`src/rtl/pla_sweep_pkg.sv`:
```
// Shared types and default parameters for the PLA sweep controller.
package pla_sweep_pkg;

    localparam int unsigned X_W_DEF      = 9;
    localparam logic [15:0] SIG_POLY_DEF = 16'h8005;
    localparam logic [15:0] SIG_SEED_DEF = 16'hFFFF;

    typedef enum logic {
        ST_IDLE = 1'b0,
        ST_RUN  = 1'b1
    } state_t;

endpackage

```
`src/rtl/pla_sweep_misr.sv`:
```
// 16-bit serial-input MISR. Load has priority over shift. Reset returns the register to RST_VAL.
module pla_sweep_misr
    import pla_sweep_pkg::*;
#(
    parameter logic [15:0] POLY    = SIG_POLY_DEF,
    parameter logic [15:0] RST_VAL = SIG_SEED_DEF
) (
    input  logic        clk,
    input  logic        rst_n,
    input  logic        load,
    input  logic [15:0] seed,
    input  logic        en,
    input  logic        din,
    output logic [15:0] sig
);

    logic [15:0] r_sig;
    logic [15:0] w_next;

    assign w_next = {r_sig[14:0], 1'b0} ^ (r_sig[15] ? POLY : 16'h0000) ^ {15'b0, din};

    always_ff @(posedge clk or negedge rst_n) begin
        if (!rst_n)    r_sig <= RST_VAL;
        else if (load) r_sig <= seed;
        else if (en)   r_sig <= w_next;
    end

    assign sig = r_sig;

endmodule

```
`src/rtl/pla_sweep_ctrl.sv`:
```
// Sweeps an external combinational PLA over [range_lo, range_hi], counting ones and
// compacting the z0 response into a MISR signature.
module pla_sweep_ctrl
    import pla_sweep_pkg::*;
#(
    parameter int unsigned X_W      = X_W_DEF,
    parameter logic [15:0] SIG_POLY = SIG_POLY_DEF,
    parameter logic [15:0] SIG_SEED = SIG_SEED_DEF
) (
    input  logic           clk,
    input  logic           rst_n,
    input  logic           start,
    input  logic           hold,
    input  logic           abort,
    input  logic [X_W-1:0] range_lo,
    input  logic [X_W-1:0] range_hi,
    output logic [X_W-1:0] pla_x,
    input  logic           pla_z,
    output logic           busy,
    output logic           done,
    output logic           err,
    output logic [X_W:0]   ones_cnt,
    output logic [15:0]    signature
);

    state_t         r_state;
    state_t         w_next_state;
    logic [X_W-1:0] r_x;
    logic [X_W-1:0] r_hi;
    logic [X_W:0]   r_cnt;
    logic           r_done;
    logic           r_err;

    logic w_busy;
    logic w_accept;
    logic w_reject;
    logic w_abort;
    logic w_step;
    logic w_last;

    always_ff @(posedge clk or negedge rst_n) begin
        if (!rst_n) r_state <= ST_IDLE;
        else        r_state <= w_next_state;
    end

    always_comb begin
        w_next_state = r_state;
        case (r_state)
            ST_IDLE: if (w_accept)          w_next_state = ST_RUN;
            ST_RUN:  if (w_abort || w_last) w_next_state = ST_IDLE;
            default:                        w_next_state = ST_IDLE;
        endcase
    end

    // Abort outranks hold and the final vector; hold only gates the step.
    always_comb begin
        w_busy   = 1'b0;
        w_accept = 1'b0;
        w_reject = 1'b0;
        w_abort  = 1'b0;
        w_step   = 1'b0;
        w_last   = 1'b0;
        case (r_state)
            ST_IDLE: begin
                w_accept = start && (range_lo <= range_hi);
                w_reject = start && (range_lo >  range_hi);
            end
            ST_RUN: begin
                w_busy  = 1'b1;
                w_abort = abort;
                w_step  = !abort && !hold;
                w_last  = !abort && !hold && (r_x == r_hi);
            end
            default: ;
        endcase
    end

    always_ff @(posedge clk or negedge rst_n) begin
        if (!rst_n) begin
            r_x    <= '0;
            r_hi   <= '0;
            r_cnt  <= '0;
            r_done <= 1'b0;
            r_err  <= 1'b0;
        end else begin
            r_done <= w_last;
            r_err  <= w_reject;
            if (w_accept) begin
                r_x   <= range_lo;
                r_hi  <= range_hi;
                r_cnt <= '0;
            end else begin
                if (w_abort || w_last) r_x <= '0;
                else if (w_step)       r_x <= r_x + {{(X_W-1){1'b0}}, 1'b1};
                if (w_step)            r_cnt <= r_cnt + {{X_W{1'b0}}, pla_z};
            end
        end
    end

    pla_sweep_misr #(
        .POLY    (SIG_POLY),
        .RST_VAL (SIG_SEED)
    ) u_misr (
        .clk   (clk),
        .rst_n (rst_n),
        .load  (w_accept),
        .seed  (SIG_SEED),
        .en    (w_step),
        .din   (pla_z),
        .sig   (signature)
    );

    assign pla_x    = r_x;
    assign busy     = w_busy;
    assign done     = r_done;
    assign err      = r_err;
    assign ones_cnt = r_cnt;

endmodule

```
`config.mk`:
```
export PLATFORM = sky130hd
export DESIGN_NAME = pla_sweep_ctrl
export DESIGN_NICKNAME = d
export VERILOG_FILES = /design/src/rtl/pla_sweep_pkg.sv /design/src/rtl/pla_sweep_misr.sv /design/src/rtl/pla_sweep_ctrl.sv
export SDC_FILE = /design/constraint.sdc
export NUM_CORES = 1
export LEC_CHECK = 0
export CORE_ASPECT_RATIO = 1.2
export CORE_UTILIZATION = 30
export DETAILED_ROUTE_END_ITERATION = 16
export GPL_TIMING_DRIVEN = 0
export HOLD_SLACK_MARGIN = 0.1
export PLACE_DENSITY_LB_ADDON = 0.25
export SLEW_MARGIN = 15
export SYNTH_ARGS = -nofsm -noshare
export SYNTH_HDL_FRONTEND = slang
export SYNTH_SLANG_ARGS = --single-unit
export TNS_END_PERCENT = 30
```
`constraint.sdc`:
```
create_clock -name clk -period 2.8 [get_ports clk]
set_clock_uncertainty 0.2 [all_clocks]
set_input_delay 0.28 -clock clk [delete_from_list [all_inputs] [get_ports clk]]
set_output_delay 0.28 -clock clk [all_outputs]
set_load 0.02 [all_outputs]
```
### Word level (Yosys, flattened, before mapping)

Cells that the tools add are included.

* add/subtract/negate cells: 2
* $lt $le $gt $ge: 2
* eq/ne operators: 1
* mux-type cells: 17
* bitwise gates (word level): 3
* reductions and logical operators: 9

Operators by type and width (count)
* $mux 16: 3
* $mux 9: 3
* $mux 10: 2
* $xor 16x1->16: 1
* $xor 16x16->16: 1
* $add 10x1->10: 1
* $add 9x1->9 const B: 1
* $eq 9x9->1: 1
* $gt 9x9->1: 1
* $le 9x9->1: 1
* $mux 1: 8
* $logic_and 1x1->1: 4
* $reduce_bool 3->1: 1
* $logic_not 1->1: 2
* $pmux 1 s2: 1
* $reduce_bool 2->1: 1
* $logic_or 1x1->1: 1
* $not 1->1: 1

* bits in registers: 47
* input bits: 24
* output and inout bits: 38
* word-level logic and storage cells: 41

### Depth between registers and ports, before layout

* depth after elaboration: 7
* gate-level depth with buffers: 9
* gate-level depth less buffers: 7

### Hierarchy

A second synthesis with hierarchy kept.

* cell total of the unflattened synthesis: 271
* area total of the unflattened synthesis: 2701.3 um^2

Modules (own cells, without submodules)
* pla_sweep_ctrl: times used 1, cells an instance 198, area an instance 1880.6 um^2, seq. area each 775.7 um^2
* pla_sweep_misr: times used 1, cells an instance 73, area an instance 820.8 um^2, seq. area each 420.4 um^2

### Least setup slack after synthesis

Ideal clock, no wire load.

* path type: input to register
* start point: input range_hi[8]
* end point: register r_hi[7]
* library setup time: 125 ps
* arrival: 1888 ps
* required time: 2475 ps
* setup slack: 587 ps
* stages on the path: 7
* buffers on the path: 1
* path through: inv_1 -> ha_1 -> nand4_2 -> or4b_4 -> o31ai_4 -> buf_8 -> mux2_4

* cells in the longest elaborated chain, start to end: 3

Ends and longest elaborated chain
* start, declared: RTL line pla_sweep_ctrl.sv:16 `input logic [X_W-1:0] range_hi,`
* $le 9x9->1: RTL line pla_sweep_ctrl.sv:65 `w_accept = start && (range_lo <= range_hi);`
* $logic_and 1x1->1: RTL line pla_sweep_ctrl.sv:65
* $mux 1: RTL line pla_sweep_ctrl.sv:63 `case (r_state)`
* end signal, assigned: RTL line pla_sweep_ctrl.sv:90 `r_hi <= range_hi;`
* end, declared: RTL line pla_sweep_ctrl.sv:29 `logic [X_W-1:0] r_hi;`

Every way passes these cells.
A chain may end at the register's enable or synchronous reset.

### Final worst setup path

Same ends and word-level chain as after synthesis.

==> results by group <==
Finish
  • ANT cells: 0
  • Fill count: 812
  • Layout area overhead: 35.24%
  • Reg area: 0.001196 mm²
  • Nets: 350
  • Fin area: 0.003376 mm²
  • Final Core Density: 41.64%
  • Multi-input gate area: 0.001196 mm²
  • Layout cells sized above 1: 14.92%

Floorplanning
  • Total core area: 0.008108 mm²
  • FP Rows: 36
  • DIE AREA: 0.008691 mm²
  • Initial core utilization: 30.79%
  • Die width: 85.27 µm
  • Io pins: 62
  • Height of the die: 101.9 µm

Clock network
  • Root buffer cell: clkbuf_8
  • CTS H-tree lvls: 2
  • Clock Tree Buf Depth: 2
  • CTS clk-pin slew, worst paths: 0.09 ns
  • Setup Fix Bufs, Post-CTS: 0
  • CTS buffer count: 5
  • Insertion delay to the later sink of the worst-skew pair: 0.31 ns
  • Clk sink count: 47
  • CTS tree: done

Timing
  • Final worst slack: 0.2127 ns
  • Pins Over Slew Limit: 0
  • Setup violators final: 0
  • Fin. Hold Viols: 0
  • Slew headroom: 59.76%
  • Period utilization: 92.40%
  • Peak Freq: 386.5 MHz
  • Worst slew pin tran: 0.6037 ns
  • Unrepaired setup endpoints after global routing: no
  • Period minus WS final: 2.587 ns

Global routing
  • Vias in the first global route: 2008
  • First-pass GRT wire length: 9749 µm
  • Total gr overflow: 0
  • Pin count of the biggest net entering global routing: 33
  • Initial antenna violation count: 0
  • Total GRT Usage: 14.37%

Run status
  • Failing checks: design-rule violations
  • Outcome: finished, violations left

Yosys
  • Synth area leaders: dfrtp_1, dfstp_2, nand2_1
  • Top FF cell, synth: dfrtp_1
  • Count leader, synth: nand2_1
  • Post-Syn Instances: 244
  • Post-synth net total: 280
  • Synth Register Bits: 47
  • Syn Area/Cell: 10.23 µm²
  • Cell variety after synth: 42
  • Yosys warns: 0
  • EDFF count, synth: 0
  • Synth area leader: dfrtp_1
  • Top cells by count, synth: nand2_1, dfrtp_1, nand3_1
  • Async set-reset flop share out of synthesis: 100.0%
  • Sequential-to-total area share from yosys stat: 47.92%
  • Area fraction of the dominant cell type after synthesis: 31.08%
  • Synthesized cell area: 0.002496 mm²

Critical path
  • R2R cell count: 5
  • CP Class: in2reg
  • Crit path arrival time: 2.58 ns
  • Worst-path maximum fanout: 10
  • Worst Setup End Kind: flop
  • Worst path required time: 2.80 ns
  • Startpoint Class: input port

Detailed routing
  • Via Count: 1930
  • WL per Instance: 13.77 µm
  • Residual DRC: 1
  • First-pass iteration count of the detailed router: 10
  • Vias per Instance: 4.707
  • Iteration-0 DRC Markers: 77
  • Total Wirelength: 5644 µm
  • Post-route ant nets: 0

Placement
  • Placer's final routability congestion estimate: 0.6903
  • Post-DP Area: 0.003241 mm²
  • HPWL after DPL: 4364 µm
  • Setup WS pre-CTS: -0.1738 ns
  • Port bufs: 61

Power and ir drop
  • Maximum VDD drop: 0.0002113 V
  • Leakage: 1.456 nW
  • Pwr dens: 716.9 mW/mm²

Hold path
  • HP Class: in2async

Run
  • Max_cap viols: 0
==> layout by cell type, fill, tap and decap left out, types with 2 or more instances in the layout <==
| cell type | instances |
|---|---|
| and4_1 | 2 |
| xor2_1 | 12 |
| clkbuf_8 | 5 |
| a21oi_1 | 6 |
| and3_1 | 2 |
| buf_6 | 2 |
| clkbuf_16 | 2 |
| o31ai_1 | 9 |
| clkbuf_1 | 4 |
| nor3_1 | 2 |
| nand2b_1 | 3 |
| xnor2_1 | 16 |
| o211ai_1 | 2 |
| clkdlybuf4s50_1 | 60 |
| nand3_1 | 18 |
| mux2_2 | 8 |
| dfstp_2 | 16 |
| nand4_1 | 3 |
| ha_1 | 12 |
| dfrtp_1 | 31 |
| nand2_1 | 52 |
| buf_2 | 2 |
| nor2_1 | 13 |
| inv_1 | 9 |
==> state kept, by name (all words and copies together) (netlist names) <==
| register | flops |
|---|---|
| done | 1 |
| err | 1 |
| ones_cnt | 10 |
| pla_x | 9 |
| r_hi | 9 |
| r_state | 1 |
| u_misr.sig | 16 |
==> layout make-up <==
class | count | area share [%]
multi-input combinational | 178 | 35.43
clock buffer | 7 | 3.521
inverter | 9 | 1.001
timing repair buffer | 63 | 18.83
sequential | 47 | 35.43
clock inverter | 1 | 0.1853
buffer | 10 | 2.076
tap | 95 | 3.521
==> per-layer routing <==
layer	track usage, %	share of wire (%)
met1	18.08	46
met4	4.872	1.3
met2	24.57	48
met5	0	0
met3	3.231	4.8
==> cell families (layout without fill, tap and decap cells) <==
kind of cell | Yosys count | in the layout | synth area share [%]
AND/OR/NAND/NOR | 105 | 105 | 20.60
flip-flops | 47 | 47 | 47.92
XOR/XNOR | 28 | 28 | 9.824
AO/OA/AOI/OAI | 23 | 23 | 6.867
buffers and inverters | 19 | 90 | 4.160
adder cells (fa/ha/maj) | 12 | 12 | 6.015
multiplexers | 10 | 10 | 4.612
==> metrics by stage <==
stage	TNS, ns	std cells	total power [mW]	hold WS [ns]
4_1_cts	0	410	2.453	0.2290
5_1_grt	0	410	2.571	0.2518
3_3_place_gp	-5.633	400	1.890	0.2809
2_1_floorplan	0	244	1.524	-0.2156
6_report	0	410	2.420	0.2262
3_5_place_dp	-1.247	401	1.908	0.03518
==> worst paths after layout <==
kind	startpoint	endpoint	slack, ns
setup / recovery	range_hi[8]	r_hi[7]	0.21
hold / removal	rst_n	r_hi[4]	0.23
setup reg to reg	r_state	r_hi[7]	0.61
hold reg to reg	u_misr.sig[9]	u_misr.sig[9]	0.30
max in group asynchronous	rst_n	u_misr.sig[3]	1.61
min in group clk	u_misr.sig[9]	u_misr.sig[9]	0.30
==> critical path, cell delays in order <==
cell	delay, ns
clkdlybuf4s50_1	0.47
inv_1	0.04
ha_1	0.31
a21oi_1	0.18
o221ai_1	0.22
o31ai_4	0.56
buf_8	0.22
mux2_4	0.30
==> report_power, final <==
| group | switching, mW | internal (mW) |
|---|---|---|
| Sequential | 0.158 | 0.884 |
| Combinational | 0.403 | 0.438 |
| Clock | 0.251 | 0.285 |
| Total | 0.813 | 1.61 |
==> repair_timing <==
action,in CTS,in global routing
hold buffers,1,0
endpoints found under the hold margin,31,0
resized for setup,0,0
(Power assumes the default switching activity.)
